<file path="src/rtl/mem_arbiter.sv">
// mem_arbiter: three-way arbiter for the shared single-port memory.
// Video first with a bounded streak; fetch and data round-robin.
module mem_arbiter #(
  parameter int ADDR_W           = 16,
  parameter int DATA_W           = 8,
  parameter int MAX_VIDEO_STREAK = 4
) (
  input  logic              clk,
  input  logic              rst_n_async,
  input  logic              video_req,
  input  logic [ADDR_W-1:0] video_addr,
  output logic              video_gnt,
  output logic              video_rvalid,
  input  logic              fetch_req,
  input  logic [ADDR_W-1:0] fetch_addr,
  output logic              fetch_gnt,
  output logic              fetch_rvalid,
  input  logic              data_req,
  input  logic              data_we,
  input  logic [ADDR_W-1:0] data_addr,
  input  logic [DATA_W-1:0] data_wdata,
  output logic              data_gnt,
  output logic              data_rvalid,
  output logic [DATA_W-1:0] rdata,
  output logic              mem_en,
  output logic              mem_we,
  output logic [ADDR_W-1:0] mem_addr,
  output logic [DATA_W-1:0] mem_wdata,
  input  logic [DATA_W-1:0] mem_rdata
);

  localparam int SW = (MAX_VIDEO_STREAK > 0)
                    ? $clog2(MAX_VIDEO_STREAK + 1) : 1;
  localparam logic [SW-1:0] STREAK_MAX = SW'(MAX_VIDEO_STREAK);
  localparam bit CAP_EN = (MAX_VIDEO_STREAK != 0);

  typedef enum logic {RR_FETCH, RR_DATA} rr_t;

  logic [SW-1:0] streak;
  rr_t           rr_last;
  logic          video_tag;
  logic          fetch_tag;
  logic          data_tag;
  logic          cpu_req;
  logic          capped;
  logic          video_win;
  logic          fetch_win;
  logic          data_win;

  always_comb begin
    cpu_req   = fetch_req | data_req;
    capped    = CAP_EN && (streak == STREAK_MAX);
    video_win = video_req && !(cpu_req && capped);
    fetch_win = !video_win && fetch_req
             && (!data_req || rr_last == RR_DATA);
    data_win  = !video_win && data_req && !fetch_win;
  end

  // Grants are combinational, so reset has to mask them directly.
  assign video_gnt = rst_n_async & video_win;
  assign fetch_gnt = rst_n_async & fetch_win;
  assign data_gnt  = rst_n_async & data_win;

  assign mem_en    = video_gnt | fetch_gnt | data_gnt;
  assign mem_we    = data_gnt & data_we;
  assign mem_wdata = data_wdata;
  assign rdata     = mem_rdata;

  always_comb begin
    mem_addr = fetch_addr;
    unique case (1'b1)
      video_gnt: mem_addr = video_addr;
      fetch_gnt: mem_addr = fetch_addr;
      data_gnt:  mem_addr = data_addr;
      default:   mem_addr = fetch_addr;
    endcase
  end

  always_ff @(posedge clk or negedge rst_n_async) begin
    if (!rst_n_async) begin
      streak    <= '0;
      rr_last   <= RR_DATA;
      video_tag <= 1'b0;
      fetch_tag <= 1'b0;
      data_tag  <= 1'b0;
    end else begin
      video_tag <= video_gnt;
      fetch_tag <= fetch_gnt;
      data_tag  <= data_gnt & ~data_we;
      if (fetch_gnt || data_gnt)
        streak <= '0;
      else if (video_gnt && cpu_req && streak != STREAK_MAX)
        streak <= streak + 1'b1;
      if (fetch_gnt)
        rr_last <= RR_FETCH;
      else if (data_gnt)
        rr_last <= RR_DATA;
    end
  end

  assign video_rvalid = video_tag;
  assign fetch_rvalid = fetch_tag;
  assign data_rvalid  = data_tag;

endmodule

</file>
<file path="config.mk">
export PLATFORM = sky130hd
export DESIGN_NAME = mem_arbiter
export DESIGN_NICKNAME = d
export VERILOG_FILES = /design/src/rtl/mem_arbiter.sv
export SDC_FILE = /design/constraint.sdc
export NUM_CORES = 1
export LEC_CHECK = 0
export ABC_AREA = 0
export BUFFER_PORTS_ARGS = -buffer_cell sky130_fd_sc_hd__buf_2
export CORE_MARGIN = 5
export CORE_UTILIZATION = 31
export DETAILED_ROUTE_END_ITERATION = 8
export GPL_TIMING_DRIVEN = 0
export PLACE_DENSITY = 0.76
export REMOVE_ABC_BUFFERS = 1
export SLEW_MARGIN = 5
export SYNTH_ARGS = -nofsm -noshare
export SYNTH_HDL_FRONTEND = slang
export SYNTH_SLANG_ARGS = --single-unit
export TNS_END_PERCENT = 50
</file>
<file path="constraint.sdc">
create_clock -name clk -period 1.85 [get_ports clk]
set_input_delay 0.0925 -clock clk [delete_from_list [all_inputs] [get_ports clk]]
set_output_delay 0.0925 -clock clk [all_outputs]
set_load 0.05 [all_outputs]
</file>
Word-level counts from Yosys, hierarchy flattened
Index checks and enable logic that the tools add are counted.
{"block": "totals", "register_bits": 7, "in_bits": 70, "output_inout_bits": 40, "wordCells": 38}
{"block": "classes", "add_sub_neg": 1, "eq_ne": 2, "mux": 5, "bitwise_logic": 9, "n_reduce_logical": 16}
{"cell": "one-hot mux 16 bit (2 select lines)", "count": 1}
{"cell": "logical AND 1 bit", "count": 8}
{"cell": "2-to-1 mux 3 bit", "count": 2}
{"cell": "AND 1 bit", "count": 5}
{"cell": "zero test 1 bit", "count": 4}
{"cell": "nonzero test 2 bit", "count": 2}
{"cell": "adder 3 x 1 -> 3 bit (second input constant)", "count": 1}
{"cell": "equality test 3 bit (second input constant)", "count": 1}
{"cell": "!= test 3 bit (second input constant)", "count": 1}
{"cell": "bitwise OR 1 bit", "count": 3}
{"cell": "logical OR 1 bit", "count": 2}
{"cell": "2-to-1 mux 1 bit", "count": 2}
{"cell": "NOT 1 bit", "count": 1}

Depth between registers and ports, before layout
{"block": "logic_depth", "word_depth": 12, "ltp_mapped": 7, "ltp_nobuf": 5}

Worst setup path before layout
Ideal clock, no wire load.
{"block": "synth_path", "kind": "register to output", "start": "reg streak[0]", "end": "out mem_addr[12]", "arrival_time_ns": 1.848, "t_required_ns": 1.757, "path_slack_ns": -0.090, "stages_incl_launch_ff": 8, "n_path_buf": 2, "path_cell_list": "dfrtp_1 -> inv_1 -> ha_1 -> a21bo_4 -> and3_4 -> buf_6 -> buf_8 -> a221o_1"}
{"block": "synth_via", "elab_chain_len": 11, "elab_cells_between_ends": 13}
{"item": "from (decl)", "line_no": "39", "source": "logic [SW-1:0] streak;"}
{"item": "from (signal assigned)", "line_no": "93", "source": "streak <= streak + 1'b1;"}
{"item": "equality test 3 bit *", "line_no": "52", "source": "capped = CAP_EN && (streak == STREAK_MAX);"}
{"item": "logical AND 1 bit *", "line_no": "53", "source": "video_win = video_req && !(cpu_req && capped);"}
{"item": "zero test 1 bit *", "line_no": "53"}
{"item": "logical AND 1 bit *", "line_no": "53"}
{"item": "zero test 1 bit *", "line_no": "54, 56"}
{"item": "logical AND 1 bit", "line_no": "54", "source": "fetch_win = !video_win && fetch_req"}
{"item": "logical AND 1 bit", "line_no": "55", "source": "&& (!data_req || rr_last == RR_DATA);"}
{"item": "zero test 1 bit", "line_no": "56", "source": "data_win = !video_win && data_req && !fetch_win;"}
{"item": "logical AND 1 bit *", "line_no": "56"}
{"item": "AND 1 bit *", "line_no": "62", "source": "assign data_gnt = rst_n_async & data_win;"}
{"item": "net data_gnt", "line_no": "22", "source": "output logic data_gnt,"}
{"item": "one-hot mux 16 bit (2 select lines) *", "line_no": "71", "source": "unique case (1'b1)"}
{"item": "to (decl)", "line_no": "27", "source": "output logic [ADDR_W-1:0] mem_addr,"}
Mark *: on every way through the listed nets, which the timed path passes. The rest lies on a longest branch.

Worst setup path in the final report
{"block": "layout_path", "start": "reg streak[1]", "end": "out mem_addr[14]"}
{"block": "layout_via", "elab_chain_len": 11, "elab_cells_between_ends": 13}
{"item": "equality test 3 bit *", "line_no": "52"}
{"item": "logical AND 1 bit *", "line_no": "53"}
{"item": "zero test 1 bit *", "line_no": "53"}
{"item": "logical AND 1 bit *", "line_no": "53"}
{"item": "zero test 1 bit", "line_no": "54, 56"}
{"item": "logical AND 1 bit", "line_no": "54"}
{"item": "logical AND 1 bit", "line_no": "55"}
{"item": "zero test 1 bit", "line_no": "56"}
{"item": "logical AND 1 bit", "line_no": "56"}
{"item": "AND 1 bit", "line_no": "62"}
{"item": "one-hot mux 16 bit (2 select lines) *", "line_no": "71"}
Mark *: on every way between the ends. The rest lies on a longest branch, timed or not.

==> out/results.ini <==
[outcome]
outcome = complete, but fails checks
violations = negative setup slack

[pwr]
p_leak_uw = 0.000757
peakVddDrop_v = 0.000461
power_density_mw_per_mm2 = 648

[critical_path]
arrival_ns = 1.86
crit_end = mem_addr[14]
r2r_cells = 6
critPathCaptureType = output pin
critPathLaunch = streak[1]$_DFFE_PN0P_
timing.rr.end = streak[0]$_DFFE_PN0P_
reg2reg_from = streak[1]$_DFFE_PN0P_
cp.required_ns = 1.76
critPathMaxFanout = 9
r2r_slack_ns = 0.45
critPathLaunchType = register
crit_type = reg -> out

[synthesis]
yosysUniqueCellTypes = 31
yosysSeqAreaShare = 0.209
yosysWarnings = 0
yosys.area.top_type_share = 0.178
synth.area.top_cells = dfrtp_1 (18%), buf_4 (15%), a221o_1 (14%)
synth_area_leader_cell = dfrtp_1
avgSynthCellArea_um2 = 9.58
netlist_area_um2 = 843
syn_inst = 88
ys_ff_latch = 7

[clock_tree]
clock-sinks = 7
cts_buffers = 3
cts_tree = done
cts-root-buf = clkbuf_4
cts.clk_slew.worst_paths_ns = 0.05
htree_levels = 1
cts_buffer_depth = 2
clkLatencyLatePin_ns = 0.26

[floorplanning]
rows = 19
pin_count = 110
dieArea_mm2 = 0.00386
die_w_um = 62.2
coreArea_mm2 = 0.00269
chipHeight_um = 62.2
initial_core_util = 0.314

[cells_and_area]
final_cell_mix = buf_2 (59), and3_1 (16), buf_6 (15), a221o_1 (12), buf_4 (7)
fin_nets = 234
mostFrequentLayoutCell = buf_2
final_cell_count_no_fill = 192
postLayoutCoreUtil = 0.524
drive_gt1_frac = 0.677
diodes = 0
areaGrowthSynthToFinish_pct = 66.9

[global_route]
grt_max_degree = 19
overflow = 0
globalRouteTotalUtil = 0.168
grt_pass1_vias = 1118
grt_antenna_before_repair = 0
grt_pass1_wl_um = 5360

[sta]
rsz0062_at_grt = true
fin_crit_ns = 1.96
maxSlewHeadroom = 0.620
final_hold_viol_count = 0
max_freq_mhz = 511
hold_ws_ns = 0.115
finalClockSkew_ns = 0.000668
post-route-period-util = 1.06
slew_violations = 0
setup_ws_ns = -0.106
setup_viol = 16
worst_slew_pin_slew_ns = 0.564

[routing]
routed_wl_um = 3420
antenna_left = 0
drcViolationCount = 0
dr.first_iter.drc_count = 34
vias_per_cell = 5.42
num_vias = 1041
routedWlPerCell_um = 17.8
drtPass1Iterations = 5

[placed_design]
port-buffer-count = 77
dp_hpwl_um = 2320
dp_cells = 174
gp_congestion = 0.784

[job]
maxCapViolations = 0

[min_path]
hold_class = in -> reg

==> metal layers <==
| metal | GRT usage | up-vias | wire (um) |
|---|---|---|---|
| met5 | 0 | - | 0 |
| met4 | 0.0325 | 0 | 32 |
| met3 | 0.117 | 4 | 460 |
| met2 | 0.280 | 70 | 1730 |
| met1 | 0.174 | 483 | 1190 |
| li1 | - | 484 | - |
==> worst max-delay path, stage by stage, from the launching register on <==
cell	delay, ns
dfrtp_1	0.37
inv_2	0.05
ha_4	0.17
a21bo_4	0.24
and3_4	0.21
a221o_1	0.38
buf_6	0.16
==> how the worst min path moves through the flow <==
stage	from	end	slack [ns]	depth (start not counted)
2_1_floorplan	rst_n_async	data_rvalid$_DFF_PN0_	-0.20	0
3_3_place_gp	rst_n_async	fetch_rvalid$_DFF_PN0_	-0.02	1
3_5_place_dp	rst_n_async	streak[2]$_DFFE_PN0P_	-0.009	1
4_1_cts	video_req	streak[2]$_DFFE_PN0P_	0.11	3
5_1_grt	data_req	fetch_rvalid$_DFF_PN0_	0.12	2
6_report	data_req	fetch_rvalid$_DFF_PN0_	0.12	2
==> flip-flops by register name, summed over array words and instances (netlist names) <==
name / flops
streak: 3
data_rvalid: 1
fetch_rvalid: 1
rr_last: 1
video_rvalid: 1
==> power by group <==
part	leakage (uW)	switching [uW]	total, uW	internal (uW)
Clock	0.0000150	65.1	148	82.9
Combinational	0.000652	319	571	252
Sequential	0.0000904	17.1	193	176
Total	0.000757	402	912	511
==> synthesized netlist by cell type (all sizes together) <==
master	instances
o31ai	1
a31oi	1
dfstp	1
o31a	1
dfrtp	6
and2	3
ha	2
a41oi	1
o21ai	2
nor2b	1
and3	17
nor2	1
a21oi	1
a32oi	1
mux2	1
nand2	1
clkbuf	2
a21bo	1
buf	20
a22o	1
inv	3
nor3b	1
a221o	16
o211ai	1
a21boi	1
nand3	1
==> cell families (layout without fill, tap and decap cells) <==
kind of cell | Yosys count | in the layout | share of synthesized area
muxes | 1 | 1 | 0.0134
and+or+nand+nor | 25 | 27 | 0.187
buffers and inverters | 25 | 96 | 0.218
AOI/OAI and AO/OA | 28 | 28 | 0.343
DFF | 7 | 7 | 0.209
adders and majority gates | 2 | 2 | 0.0297
==> stage by stage <==
| step | instance area, um^2 | TNS [ns] | total power, uW | setup WS [ns] |
|---|---|---|---|---|
| floorplan | 671 | -0.738 | 495 | -0.0576 |
| global placement | 1090 | -4.33 | 609 | -0.300 |
| detailed placement | 1090 | -5.93 | 622 | -0.394 |
| CTS | 1350 | -1.50 | 886 | -0.105 |
| global route | 1410 | -2.39 | 964 | -0.181 |
| finish | 1410 | -1.25 | 912 | -0.106 |
==> repair_timing <==
action | CTS | global route
gates cloned | 2 | 1
setup buffers | 5 | 4
gates resized for setup | 45 | 6
hold buffers | 2 | 0
pin swaps | 10 | 6
setup endpoints to repair | 19 | 18
hold endpoints to repair | 8 | 0
==> layout make-up <==
cell class | instances | area [um^2]
fillers | 252 | 1280
well taps | 31 | 38.8
flip-flops and latches | 7 | 176
clock buffers | 4 | 26.3
repair buffers | 89 | 624
multi-input cells | 58 | 531
inverters | 3 | 11.3
Note: power is estimated with default switching activity, not from simulation.
